--- config.mk ---
export PLATFORM = sky130hd
export DESIGN_NAME = data_memory_bridge
export DESIGN_NICKNAME = d
export VERILOG_FILES = /design/src/rtl/data_memory_bridge.sv
export SDC_FILE = /design/constraint.sdc
export NUM_CORES = 1
export LEC_CHECK = 0
export BUFFER_PORTS_ARGS = -buffer_cell sky130_fd_sc_hd__buf_4
export CAP_MARGIN = 0
export CORE_UTILIZATION = 51
export DETAILED_ROUTE_END_ITERATION = 12
export GPL_ROUTABILITY_DRIVEN = 0
export PLACE_DENSITY = 0.84
export SETUP_SLACK_MARGIN = 0.5
export SKIP_CTS_REPAIR_TIMING = 1
export SLEW_MARGIN = 20
export SYNTH_ARGS = -nofsm -noshare
export SYNTH_HDL_FRONTEND = slang
export SYNTH_SLANG_ARGS = --single-unit
--- constraint.sdc ---
create_clock -name clk -period 4.5 [get_ports clk]
set_input_delay 0.9 -clock clk [delete_from_list [all_inputs] [get_ports clk]]
set_output_delay 0.9 -clock clk [all_outputs]
set_load 0.02 [all_outputs]
--- src/rtl/data_memory_bridge.sv ---
// Bridge from the core's byte/half/word memory port to a word-wide synchronous
// single-port RAM; sub-word stores are performed as read-modify-write.
package data_memory_bridge_pkg;
    typedef enum logic [1:0] {
        MEM_ACCESS_BYTE = 2'd0,
        MEM_ACCESS_HALF = 2'd1,
        MEM_ACCESS_WORD = 2'd2
    } mem_access_t;
endpackage

module data_memory_bridge
    import data_memory_bridge_pkg::*;
#(
    parameter logic [3:0] BANK_ID = 4'h1,
    parameter int         ADDR_W  = 10
) (
    input  logic              clk,
    input  logic              rst,
    input  logic              req,
    input  logic [31:0]       addr,
    input  logic [31:0]       wr_data,
    input  logic              wr_ena,
    input  mem_access_t       access,
    input  logic              load_unsigned,
    output logic [31:0]       rd_data,
    output logic              done,
    output logic              busy,
    output logic [1:0]        exception,
    output logic [ADDR_W-1:0] ram_addr,
    output logic [31:0]       ram_wr_data,
    output logic              ram_wr_ena,
    input  logic [31:0]       ram_rd_data
);

    typedef enum logic [2:0] {
        ST_IDLE    = 3'd0,
        ST_RD_WAIT = 3'd1,
        ST_RD_DATA = 3'd2,
        ST_WRITE   = 3'd3,
        ST_DONE    = 3'd4
    } state_t;

    state_t      state_r;
    logic [1:0]  off_r;
    logic [15:0] store_lo_r;
    logic        wr_ena_r;
    mem_access_t access_r;
    logic        load_unsigned_r;
    logic [1:0]  exc_s;

    function automatic logic is_misaligned(input logic [1:0] off, input mem_access_t acc);
        case (acc)
            MEM_ACCESS_HALF: return off[0];
            MEM_ACCESS_WORD: return (off != 2'b00);
            default:         return 1'b0;
        endcase
    endfunction

    // Only the bank nibble and the bits inside the RAM's word range may be used.
    function automatic logic is_unmapped(input logic [31:0] a);
        logic [27:0] hi;
        hi = a[27:0] >> (ADDR_W + 2);
        return (a[31:28] != BANK_ID) || (hi != 28'd0);
    endfunction

    function automatic logic [31:0] extend_load(input logic [31:0] word, input logic [1:0] off,
                                                input mem_access_t acc, input logic uns);
        logic [31:0] sh;
        sh = word >> {off, 3'b000};
        case (acc)
            MEM_ACCESS_BYTE: return uns ? {24'h000000, sh[7:0]} : {{24{sh[7]}}, sh[7:0]};
            MEM_ACCESS_HALF: return uns ? {16'h0000, sh[15:0]} : {{16{sh[15]}}, sh[15:0]};
            default:         return sh;
        endcase
    endfunction

    function automatic logic [31:0] merge_store(input logic [31:0] old, input logic [15:0] data,
                                                input logic [1:0] off, input mem_access_t acc);
        logic [31:0] m;
        m = old;
        if (acc == MEM_ACCESS_HALF) begin
            if (off[1]) begin
                m[31:16] = data;
            end else begin
                m[15:0] = data;
            end
        end else begin
            case (off)
                2'd0:    m[7:0]   = data[7:0];
                2'd1:    m[15:8]  = data[7:0];
                2'd2:    m[23:16] = data[7:0];
                default: m[31:24] = data[7:0];
            endcase
        end
        return m;
    endfunction

    // Exception classification of the request presented on the port.
    always_comb begin
        exc_s = 2'b00;
        exc_s = {is_unmapped(addr), is_misaligned(addr[1:0], access)};
    end

    // Control FSM with all outputs registered.
    always_ff @(posedge clk or posedge rst) begin
        if (rst) begin
            state_r         <= ST_IDLE;
            off_r           <= 2'b00;
            store_lo_r      <= 16'h0000;
            wr_ena_r        <= 1'b0;
            access_r        <= MEM_ACCESS_BYTE;
            load_unsigned_r <= 1'b0;
            rd_data         <= 32'h0000_0000;
            done            <= 1'b0;
            busy            <= 1'b0;
            exception       <= 2'b00;
            ram_addr        <= '0;
            ram_wr_data     <= 32'h0000_0000;
            ram_wr_ena      <= 1'b0;
        end else begin
            done       <= 1'b0;
            ram_wr_ena <= 1'b0;
            case (state_r)
                ST_IDLE: begin
                    if (req) begin
                        off_r           <= addr[1:0];
                        store_lo_r      <= wr_data[15:0];
                        wr_ena_r        <= wr_ena;
                        access_r        <= access;
                        load_unsigned_r <= load_unsigned;
                        exception       <= exc_s;
                        busy            <= 1'b1;
                        if (exc_s != 2'b00) begin
                            state_r <= ST_DONE;
                            done    <= 1'b1;
                        end else begin
                            ram_addr <= addr[ADDR_W+1:2];
                            if (wr_ena && (access == MEM_ACCESS_WORD)) begin
                                state_r     <= ST_WRITE;
                                ram_wr_ena  <= 1'b1;
                                ram_wr_data <= wr_data;
                            end else begin
                                state_r <= ST_RD_WAIT;
                            end
                        end
                    end else begin
                        state_r <= ST_IDLE;
                    end
                end
                ST_RD_WAIT: begin
                    state_r <= ST_RD_DATA;
                end
                ST_RD_DATA: begin
                    if (wr_ena_r) begin
                        ram_wr_data <= merge_store(ram_rd_data, store_lo_r, off_r, access_r);
                        ram_wr_ena  <= 1'b1;
                        state_r     <= ST_WRITE;
                    end else begin
                        rd_data <= extend_load(ram_rd_data, off_r, access_r, load_unsigned_r);
                        done    <= 1'b1;
                        state_r <= ST_DONE;
                    end
                end
                ST_WRITE: begin
                    done    <= 1'b1;
                    state_r <= ST_DONE;
                end
                ST_DONE: begin
                    busy    <= 1'b0;
                    state_r <= ST_IDLE;
                end
                default: begin
                    busy    <= 1'b0;
                    state_r <= ST_IDLE;
                end
            endcase
        end
    end

endmodule
==> qor.csv <==
stage,metric,value,unit
clock_tree,Longest Clk Path Bufs,2,
power,IR Drop Worst-Case VDD,0.156,mV
floorplan,die outline height,107,µm
critical_path,depth of the most critical reg-to-reg path,5,
detailed_routing,first-pass iteration count of the detailed router,8,
global_route,number of antenna violations at the first check in global routing,0,
clock_tree,H-tree depth reported by CTS,3,
detailed_routing,number of nets with antenna violations after routing,0,
detailed_routing,total vias in the final route,4910,
finish,Antenna Diode Count,0,
timing,final setup slack of the worst path,1.85,ns
floorplan,top-level I/O count,182,
detailed_routing,overall routed net length,15.8,mm
timing,setup skew after layout,0.0138,ns
global_route,global route total overflow,0,
timing,clock period minus worst slack,2.65,ns
global_route,largest net degree at the start of global routing,77,
detailed_routing,final routed wire length divided by cell count,18.5,µm
clock_tree,CTS tree,yes,
global_route,first-pass GRT wire length,24.8,mm
detailed_routing,number of design-rule violations left by the first detailed-router iteration,386,
synthesis,count of yosys warnings during synthesis,0,
timing,Max Clk Rate,377,MHz
timing,number of failing setup endpoints in the final timing report,0,
detailed_routing,average vias per placed instance,5.77,
placed_design,number of buffers inserted by port buffering,181,
synthesis,Seq cells post-synth,104,
synthesis,net count of the mapped netlist,651,
finish,P&R area growth vs syn,27.5,%
min_path,Hold Path Cell Cnt,1,
min_path,startpoint of the lowest-slack hold path,ram_wr_data[20],
finish,Final Core Density,66.6,%
critical_path,type of the setup path with the least slack,reg2reg,
detailed_routing,DR DRC count,0,
timing,aggregate negative setup slack,0,ns
placed_design,placed wire-length estimate,11.9,mm
clock_tree,clock insertion delay at the later pin of the skew report,0.38,ns
global_route,vias in the first global route,4920,
synthesis,number of distinct standard cells referenced by the synthesized netlist,39,
floorplan,full die area,11500,µm²
clock_tree,count of clock tree sinks,104,
critical_path,peak fanout along the critical path,25,
min_path,hold crit path type,reg2reg,
critical_path,type of destination of the critical path,flip-flop,
finish,number of nets at the end of the flow,811,
critical_path,Worst EP arrival,2.88,ns
synthesis,summed instance area of the synthesized netlist,5660,µm²
clock_tree,number of buffers created by CTS,9,
timing,portion of the clock cycle consumed by the worst path in the final layout,59.0,%
placed_design,pre-CTS WS,1.31,ns
synthesis,synthesized instance count,546,
power,Cell Pwr Density,287,nW/µm²
timing,worst max-slew margin expressed relative to the limit,26.5,%
critical_path,launch instance of the worst register-to-register path,off_r[0],
synthesis,average cell area after synthesis,10.4,µm²
critical_path,Worst EP required,4.73,ns
critical_path,start point of the critical path,off_r[0],
run,count of maximum capacitance violations,0,
floorplan,initial core utilization,52.2,%
floorplan,Placement Rows,38,
power,P_leak,3.67,nW
critical_path,startpoint type of the worst setup path,flip-flop,
floorplan,die span in x,107,µm
status,run status,finished clean,
clock_tree,clock-pin slew on the worst setup and hold paths,0.10,ns
global_route,overall global routing resource usage,28.3,%
synthesis,sequential share of the synthesized area,46.0,%
timing,Final Hold Fails,0,
timing,pin slew with the least headroom to its limit,1.10,ns
floorplan,core outline area,10800,µm²
timing,unrepaired setup endpoints after global routing,false,
timing,number of max-slew violations in the final report,0,
finish,Filler Cell Count,863,
clock_tree,root buffer cell,clkbuf_8,
finish,layout cell share with drive strength beyond 1,37.7,%
-- worst paths after layout --
| check | end | slack [ns] |
|---|---|---|
| max in group asynchronous | rd_data[11] | 2.97 |
| max reg2reg | rd_data[21] | 1.85 |
| min in group asynchronous | ram_addr[8] | 0.71 |
| min reg2reg | ram_wr_data[20] | 0.50 |
| max | rd_data[21] | 1.85 |
| min | ram_wr_data[20] | 0.50 |
-- cells in the mapped netlist --
master       n  area (µm²)
o21ai_0     36         180
nor4_1       3        18.8
buf_1        1        3.75
or2_2        1        6.26
ha_1         2        25.0
dfrtp_1    104        2600
buf_2       14        70.1
o211a_1      1        10.0
nor2_1      23        86.3
clkbuf_1    12        45.0
buf_4        7        52.6
o21bai_1     1        7.51
nor2_2       1        6.26
o21ai_2      1        8.76
nand2b_4     1        13.8
inv_1        5        18.8
o211ai_1     1        7.51
mux2i_1     56         561
buf_6        5        56.3
nor3_1       3        15.0
nand2b_1     2        12.5
mux2_1      23         259
nor3_4       1        16.3
mux2_2      41         462
nand2_1     79         297
nor4b_2      1        15.0
nor3b_2      1        12.5
nor2b_1      3        18.8
mux2_4       9         135
o21ai_4      1        16.3
or2_1        1        6.26
a22o_1      16         140
a21o_1       1        7.51
nand3_1     50         250
a21oi_4      1        16.3
o2bb2ai_1    1        8.76
nor4_2       1        12.5
a21oi_1     34         170
and2_1       2        12.5
-- critical path: stages (launching register included) --
cell	delay, ns
dfrtp_1	1.04
nor2b_1	0.32
o2bb2ai_1	0.24
and2_1	0.23
o21ai_2	0.51
nand3_1	0.16
-- state kept, by name, summed over array words and instances, names as in the netlist --
name / cells
wr_ena_r: 1
state_r: 3
load_unsigned_r: 1
off_r: 2
busy: 1
done: 1
access_r: 2
ram_wr_ena: 1
ram_addr: 10
exception: 2
rd_data: 32
ram_wr_data: 32
store_lo_r: 16
-- where the power goes --
group / switching [W] / leakage, nW / internal, W
registers: 0.0000875 / 1.25 / 0.000974
logic: 0.000234 / 2.33 / 0.000227
clock network: 0.000344 / 0.0915 / 0.000207
-- per-stage QoR --
step                      total power (W)  cell area, µm²  std cells  hold WS, ns
final                             0.00207            7220        851        0.496
after global routing              0.00216            7220        851        0.521
after CTS                         0.00207            7210        851        0.501
after detailed placement          0.00153            7030        835        0.477
after global placement            0.00151            7030        835        0.473
after floorplan                   0.00135            5660        546        0.502
-- per-layer routing --
metal / track usage (%) / routed length (µm) / vias up / share of wire [%]
met4: 12.9 / 482 / 0 / 3.1
met2: 46.7 / 7740 / 255 / 49
li1: - / - / 2244 / -
met1: 36.5 / 6270 / 2369 / 40
met5: 0 / 0 / - / 0
met3: 4.54 / 1260 / 42 / 8.0
-- cells in the final DEF (no fill, tap or decap), drive strengths merged --
cell and instances:
buf 188, dfrtp 104, nand2 79, mux2 73, mux2i 56, nand3 50
o21ai 38, a21oi 35, nor2 24, a22o 16, clkbuf 9, inv 7
nor3 4, nor4 4, clkinv 4, nor2b 3, nand2b 3, and2 2
ha 2, or2 2, o2bb2ai 1, nor4b 1, o211ai 1, o211a 1
nor3b 1, a21o 1, o21bai 1, clkinvlp 1
-- final cells by class --
| class | count | area (µm²) | area share (%) |
|---|---|---|---|
| clock buffer | 9 | 124 | 1.72 |
| timing repair buffer | 188 | 1410 | 19.6 |
| tap | 140 | 175 | 2.43 |
| inverter | 5 | 21.3 | 0.295 |
| sequential | 104 | 2600 | 36.1 |
| clock inverter | 7 | 55.1 | 0.763 |
| multi-input combinational | 398 | 2830 | 39.2 |
-- kinds of logic (layout without fill, tap and decap cells) --
| family | count (synthesis) | in the layout | synth area share [%] |
|---|---|---|---|
| and+or+nand+nor | 173 | 173 | 14.1 |
| muxes | 129 | 129 | 25.0 |
| DFF | 104 | 104 | 46.0 |
| AOI/OAI and AO/OA | 94 | 94 | 10.1 |
| buffers and inverters | 44 | 209 | 4.35 |
| adders and majority gates | 2 | 2 | 0.442 |
Note: power is estimated with default switching activity, not from simulation.
